<file path="config.mk">
export PLATFORM = sky130hd
export DESIGN_NAME = multi_dataflow_job_scheduler
export DESIGN_NICKNAME = d
export VERILOG_FILES = /design/src/rtl/multi_dataflow_job_scheduler.sv
export SDC_FILE = /design/constraint.sdc
export NUM_CORES = 1
export LEC_CHECK = 0
export ABC_CLOCK_PERIOD_IN_PS = 5700
export BUFFER_PORTS_ARGS = -buffer_cell sky130_fd_sc_hd__buf_2
export CAP_MARGIN = 20
export CELL_PAD_IN_SITES_DETAIL_PLACEMENT = 1
export CELL_PAD_IN_SITES_GLOBAL_PLACEMENT = 1
export CORE_AREA = 2 2 154 156
export CTS_CLUSTER_DIAMETER = 40
export DETAILED_ROUTE_END_ITERATION = 12
export DIE_AREA = 0 0 156 158
export MAX_ROUTING_LAYER = met4
export PLACE_DENSITY = 0.93
export SLEW_MARGIN = 40
export SYNTH_ARGS = -nofsm -noshare
export SYNTH_HDL_FRONTEND = slang
export SYNTH_SLANG_ARGS = --single-unit
export TNS_END_PERCENT = 10
</file>
<file path="constraint.sdc">
create_clock -name clk_i -period 5.7 [get_ports clk_i]
set_input_delay 0 -clock clk_i [delete_from_list [all_inputs] [get_ports clk_i]]
set_output_delay 0 -clock clk_i [all_outputs]
set_load 0.01 [all_outputs]
</file>
<file path="src/rtl/multi_dataflow_job_scheduler.sv">
// Round-robin job scheduler in front of the multi_dataflow HWPE control FSM.
// Arbitrates NUM_REQ job descriptors, flags reconfiguration on config change,
// starts the accelerator, waits for done (optional timeout) and reports completion.
module multi_dataflow_job_scheduler #(
  parameter int unsigned NUM_REQ = 4,
  parameter int unsigned CFG_W   = 8,
  parameter int unsigned ADDR_W  = 32,
  parameter int unsigned TMO_W   = 16
) (
  input  logic                       clk_i,
  input  logic                       rst_ni,
  input  logic                       clear_i,
  input  logic [NUM_REQ-1:0]         req_valid_i,
  output logic [NUM_REQ-1:0]         req_ready_o,
  input  logic [NUM_REQ*CFG_W-1:0]   req_cfg_i,
  input  logic [NUM_REQ*ADDR_W-1:0]  req_in_addr_i,
  input  logic [NUM_REQ*ADDR_W-1:0]  req_out_addr_i,
  input  logic [TMO_W-1:0]           tmo_limit_i,
  output logic                       job_start_o,
  output logic [CFG_W-1:0]           job_cfg_o,
  output logic [ADDR_W-1:0]          job_in_addr_o,
  output logic [ADDR_W-1:0]          job_out_addr_o,
  input  logic                       job_done_i,
  output logic                       reconfig_o,
  output logic [$clog2(NUM_REQ)-1:0] grant_id_o,
  output logic                       busy_o,
  output logic [NUM_REQ-1:0]         done_o,
  output logic                       err_o,
  output logic                       tmo_sticky_o
);

  localparam int unsigned IdW = $clog2(NUM_REQ);

  typedef enum logic [2:0] {StIdle, StReconf, StStart, StRun, StFinish} state_e;

  state_e              state_q, state_d;
  logic [IdW-1:0]      rr_ptr_q, rr_ptr_d;
  logic                cfg_valid_q, cfg_valid_d;
  logic [CFG_W-1:0]    last_cfg_q, last_cfg_d;
  logic [CFG_W-1:0]    job_cfg_q, job_cfg_d;
  logic [ADDR_W-1:0]   job_in_q, job_in_d;
  logic [ADDR_W-1:0]   job_out_q, job_out_d;
  logic [IdW-1:0]      grant_q, grant_d;
  logic [TMO_W-1:0]    cnt_q, cnt_d;
  logic                err_q, err_d;
  logic                sticky_q, sticky_d;

  logic                grant_found;
  logic [IdW-1:0]      grant_idx;
  int unsigned         cand;
  logic [CFG_W-1:0]    sel_cfg;
  logic [ADDR_W-1:0]   sel_in, sel_out;

  // Cyclic search for the first valid requester at or after rr_ptr.
  always_comb begin
    grant_found = 1'b0;
    grant_idx   = '0;
    cand        = 0;
    for (int unsigned i = 0; i < NUM_REQ; i++) begin
      cand = (32'(rr_ptr_q) + i) % NUM_REQ;
      if (!grant_found && req_valid_i[IdW'(cand)]) begin
        grant_found = 1'b1;
        grant_idx   = IdW'(cand);
      end
    end
  end

  assign sel_cfg = req_cfg_i[grant_idx*CFG_W +: CFG_W];
  assign sel_in  = req_in_addr_i[grant_idx*ADDR_W +: ADDR_W];
  assign sel_out = req_out_addr_i[grant_idx*ADDR_W +: ADDR_W];

  // Next-state, datapath updates and state-decoded pulse outputs.
  always_comb begin
    state_d     = state_q;
    rr_ptr_d    = rr_ptr_q;
    cfg_valid_d = cfg_valid_q;
    last_cfg_d  = last_cfg_q;
    job_cfg_d   = job_cfg_q;
    job_in_d    = job_in_q;
    job_out_d   = job_out_q;
    grant_d     = grant_q;
    cnt_d       = cnt_q;
    err_d       = err_q;
    sticky_d    = sticky_q;
    req_ready_o = '0;
    job_start_o = 1'b0;
    reconfig_o  = 1'b0;
    done_o      = '0;
    err_o       = 1'b0;

    unique case (state_q)
      StIdle: begin
        if (grant_found && !clear_i) begin
          req_ready_o[grant_idx] = 1'b1;
          job_cfg_d = sel_cfg;
          job_in_d  = sel_in;
          job_out_d = sel_out;
          grant_d   = grant_idx;
          rr_ptr_d  = (grant_idx == IdW'(NUM_REQ - 1)) ? '0 : grant_idx + 1'b1;
          state_d   = (!cfg_valid_q || sel_cfg != last_cfg_q) ? StReconf : StStart;
        end
      end
      StReconf: begin
        reconfig_o  = 1'b1;
        last_cfg_d  = job_cfg_q;
        cfg_valid_d = 1'b1;
        state_d     = StStart;
      end
      StStart: begin
        job_start_o = 1'b1;
        cnt_d       = '0;
        state_d     = StRun;
      end
      StRun: begin
        if (cnt_q != '1) cnt_d = cnt_q + 1'b1;
        // Done has priority over a timeout hitting in the same cycle.
        if (job_done_i) begin
          err_d   = 1'b0;
          state_d = StFinish;
        end else if (tmo_limit_i != '0 && cnt_q == tmo_limit_i - 1'b1) begin
          err_d    = 1'b1;
          sticky_d = 1'b1;
          state_d  = StFinish;
        end
      end
      StFinish: begin
        done_o[grant_q] = 1'b1;
        err_o           = err_q;
        state_d         = StIdle;
      end
      default: state_d = StIdle;
    endcase

    // Soft clear abandons any job in flight and forgets the loaded config.
    if (clear_i) begin
      state_d     = StIdle;
      rr_ptr_d    = '0;
      cfg_valid_d = 1'b0;
      last_cfg_d  = '0;
      job_cfg_d   = '0;
      job_in_d    = '0;
      job_out_d   = '0;
      grant_d     = '0;
      cnt_d       = '0;
      err_d       = 1'b0;
      sticky_d    = 1'b0;
    end
  end

  // FSM state register.
  always_ff @(posedge clk_i or negedge rst_ni) begin
    if (!rst_ni) state_q <= StIdle;
    else         state_q <= state_d;
  end

  // Datapath registers: arbitration pointer, config tracking, job descriptor, timeout.
  always_ff @(posedge clk_i or negedge rst_ni) begin
    if (!rst_ni) begin
      rr_ptr_q    <= '0;
      cfg_valid_q <= 1'b0;
      last_cfg_q  <= '0;
      job_cfg_q   <= '0;
      job_in_q    <= '0;
      job_out_q   <= '0;
      grant_q     <= '0;
      cnt_q       <= '0;
      err_q       <= 1'b0;
      sticky_q    <= 1'b0;
    end else begin
      rr_ptr_q    <= rr_ptr_d;
      cfg_valid_q <= cfg_valid_d;
      last_cfg_q  <= last_cfg_d;
      job_cfg_q   <= job_cfg_d;
      job_in_q    <= job_in_d;
      job_out_q   <= job_out_d;
      grant_q     <= grant_d;
      cnt_q       <= cnt_d;
      err_q       <= err_d;
      sticky_q    <= sticky_d;
    end
  end

  assign job_cfg_o      = job_cfg_q;
  assign job_in_addr_o  = job_in_q;
  assign job_out_addr_o = job_out_q;
  assign grant_id_o     = grant_q;
  assign busy_o         = (state_q != StIdle);
  assign tmo_sticky_o   = sticky_q;

endmodule

</file>
==> flow_summary.toml <==
[setup_path]
start_kind = "flip-flop"
cp_max_fo = 23
r2r_cells = 10
end_kind = "flip-flop"
r2r_start = "rr_ptr_q[1]"
critPathKind = "flip-flop to flip-flop"
rrSetupSlack_ps = 2410
cp.arrival_ps = 3560
r2r_end = "state_q[1]"
crit_required_ps = 5970

[sta]
final-setup-viol-count = 0
final.setup.tns_ps = 0
skew_ps = 14.3
min_period_ps = 3290
drv_slew = 0
rsz0062_at_grt = "false"
worst_pin_slew_ps = 811
max_freq_mhz = 304
fin_crit_sh_pct = 57.8
hold_violations = 0
maxSlewHeadroom_pct = 45.9
hold_slack_ps = 18.9

[yosys]
ys.warnings.count = 0
ys_seq_area_share_pct = 35.7
async_reset_ff_share_pct = 100
synthTopCellsByCount = "nand2_1, nand3_1, dfrtp_1, a21oi_1, clkbuf_1"
synth-edff-count = 0
yosys.cell_count.top_type = "nand2_1"
synth.net_count = 1377
synth_top_area_share_pct = 35.7
synth_mux_area_share_pct = 4.19
avgSynthCellArea_um2 = 7.01
ys_types = 53
synth.area.top_cells = "dfrtp_1, nand2_1, nand3_1"
netlist_area_um2 = 7430
ys_ff_latch = 106
synth.largest_area_cell = "dfrtp_1"
synth-xor-area-share_pct = 4.48
synthAdderAreaFrac_pct = 1.01
synth_simple_gate_area_share_pct = 40.7
synth_compound_area_share_pct = 8.96
syn_inst = 1059
yosys_most_used_dff = "dfrtp_1"
synth_top_family_by_area = "simple AND/OR/NAND/NOR gates"

[floorplanning]
die_w_um = 156
die_y_um = 158
core.rowCount = 56
ios = 399
initial_core_util_pct = 32.2
core_area_um2 = 23100
dieArea_um2 = 24600

[global_routing]
grt_max_degree = 90
antenna_found_initial = 15
grt_usage_pct = 27.0
grt_pass1_vias = 9336
grt_pass1_wl_um = 50500
grt-ovfl-total = 0

[routing]
final_antenna_net_count = 0
wirelength_um = 32700
firstDrtPassIters = 4
drtIter0Drc = 464
wire_per_inst_um = 19.1
vias_per_cell = 5.35
vias = 9150
post-route-drc-count = 0

[placement]
dpl.hpwl_um = 24700
io_buffers = 398
place_congestion = 0.953
placed_cells = 1677

[run]
drv_cap = 0

[cells_and_area]
drive_gt1_share_pct = 32.1
fin_util_pct = 43.5
nets = 1719
area_delta_synth_final_pct = 34.9
stdcell_count = 1711

[outcome]
status = "finished clean"

[clock_network]
clock_latency_ps = 360
numClockSinks = 106
cts_resized = 0
cts.path.max_buffers = 2
cts_tree = "yes"
cts.clk_slew.worst_paths_ps = 90
cts_made_buffers = 9
cts_root_buffer = "clkbuf_16"
h-tree-depth = 3

[hold_path]
hold_depth = 5
hold_class = "primary input to flip-flop"
min_from = "req_out_addr_i[47]"
hold_path_end = "job_out_addr_o[15]"

[power]
power_mw = 3.05
peakVddDrop_mv = 0.141
leakagePower_nw = 5.15
p_per_area_nw_per_um2 = 304
[logic make-up (layout without fill, tap and decap cells)]
| family | count (synthesis) | in the layout |
|---|---|---|
| XOR/XNOR | 38 | 38 |
| AND/OR/NAND/NOR | 676 | 676 |
| other | 0 | 15 |
| adder cells (fa/ha/maj) | 6 | 6 |
| multiplexers | 22 | 22 |
| buffers and inverters | 92 | 439 |
| AO/OA/AOI/OAI | 119 | 119 |
| flip-flops | 106 | 106 |
[worst max-delay path, cell delays in order (launching register included)]
cell and delay (ps):
dfrtp_1 430, mux2i_1 200, o22ai_1 150, nor2_4 370, buf_8 250, buf_4 330
mux4_2 580, xor2_1 170, nor4_2 270, a41oi_1 170, a311oi_2 270
[report_power, final]
group | leakage, nW | switching [mW] | total [mW] | internal [mW]
Combinational | 3.56 | 0.887 | 1.37 | 0.486
Clock | 0.158 | 0.319 | 0.710 | 0.391
Sequential | 1.43 | 0.0883 | 0.962 | 0.874
Total | 5.15 | 1.29 | 3.05 | 1.75
[cell type report]
class,instances,area (um2)
Sequential cell,106,2650
Fill cell,3067,13000
Clock inverter,7,101
Antenna cell,15,37.5
Timing Repair Buffer,413,2140
Clock buffer,9,225
Tap cell,290,363
Multi-Input combinational cell,861,4450
Inverter,10,42.5
[worst max path at each step]
stage	start	endpoint	slack, ps	cells after the start
final	rr_ptr_q[1]	state_q[1]	2410	10
after global routing	rr_ptr_q[1]	state_q[1]	2150	10
after CTS	rr_ptr_q[1]	req_ready_o[0]	2330	8
after detailed placement	rr_ptr_q[1]	state_q[1]	2440	10
after global placement	rr_ptr_q[1]	state_q[1]	2310	9
after floorplan	rr_ptr_q[1]	state_q[1]	3270	9
[state kept, by name, indices dropped and copies added, names as in the netlist]
name and count:
job_in_addr_o 32, job_out_addr_o 32, cnt_q 16, job_cfg_o 8
last_cfg_q 8, state_q 3, grant_id_o 2, rr_ptr_q 2
cfg_valid_q 1, err_q 1, tmo_sticky_o 1
[placed cells by master (no fill, tap or decap), types with 4 or more instances in the layout]
cell type / Yosys / layout
a21oi_1: 85 / 85
and3_1: 7 / 7
buf_2: 0 / 396
buf_4: 1 / 12
clkbuf_16: 0 / 10
dfrtp_1: 106 / 106
diode_2: 0 / 15
ha_1: 6 / 6
inv_1: 10 / 8
mux2i_1: 15 / 15
mux4_2: 6 / 6
nand2_1: 366 / 366
nand2b_1: 5 / 4
nand3_1: 205 / 205
nand4_1: 7 / 7
nor2_1: 39 / 37
nor3_1: 13 / 12
nor4_1: 4 / 4
o21ai_0: 13 / 13
xnor2_1: 17 / 17
xor2_1: 21 / 21
[through the flow]
step,setup WS [ps],cell area (um2)
floorplan,3270,7430
global placement,2310,9580
detailed placement,2440,9600
CTS,2330,9950
global route,2150,10000
finish,2410,10000
[routing by layer]
layer,global-route usage (%),up-vias,share of wire [%]
li1,-,4282,-
met1,32.3,4440,41
met2,45.0,362,50
met3,4.35,66,5.6
met4,12.1,0,3.4
met5,-,-,0
[timing repair]
item / in CTS / in global routing
hold buffers: 2 / 0
hold endpoints to repair: 53 / 0
buffers inserted: 0 / 0
Note: power is estimated with default switching activity, not from simulation.
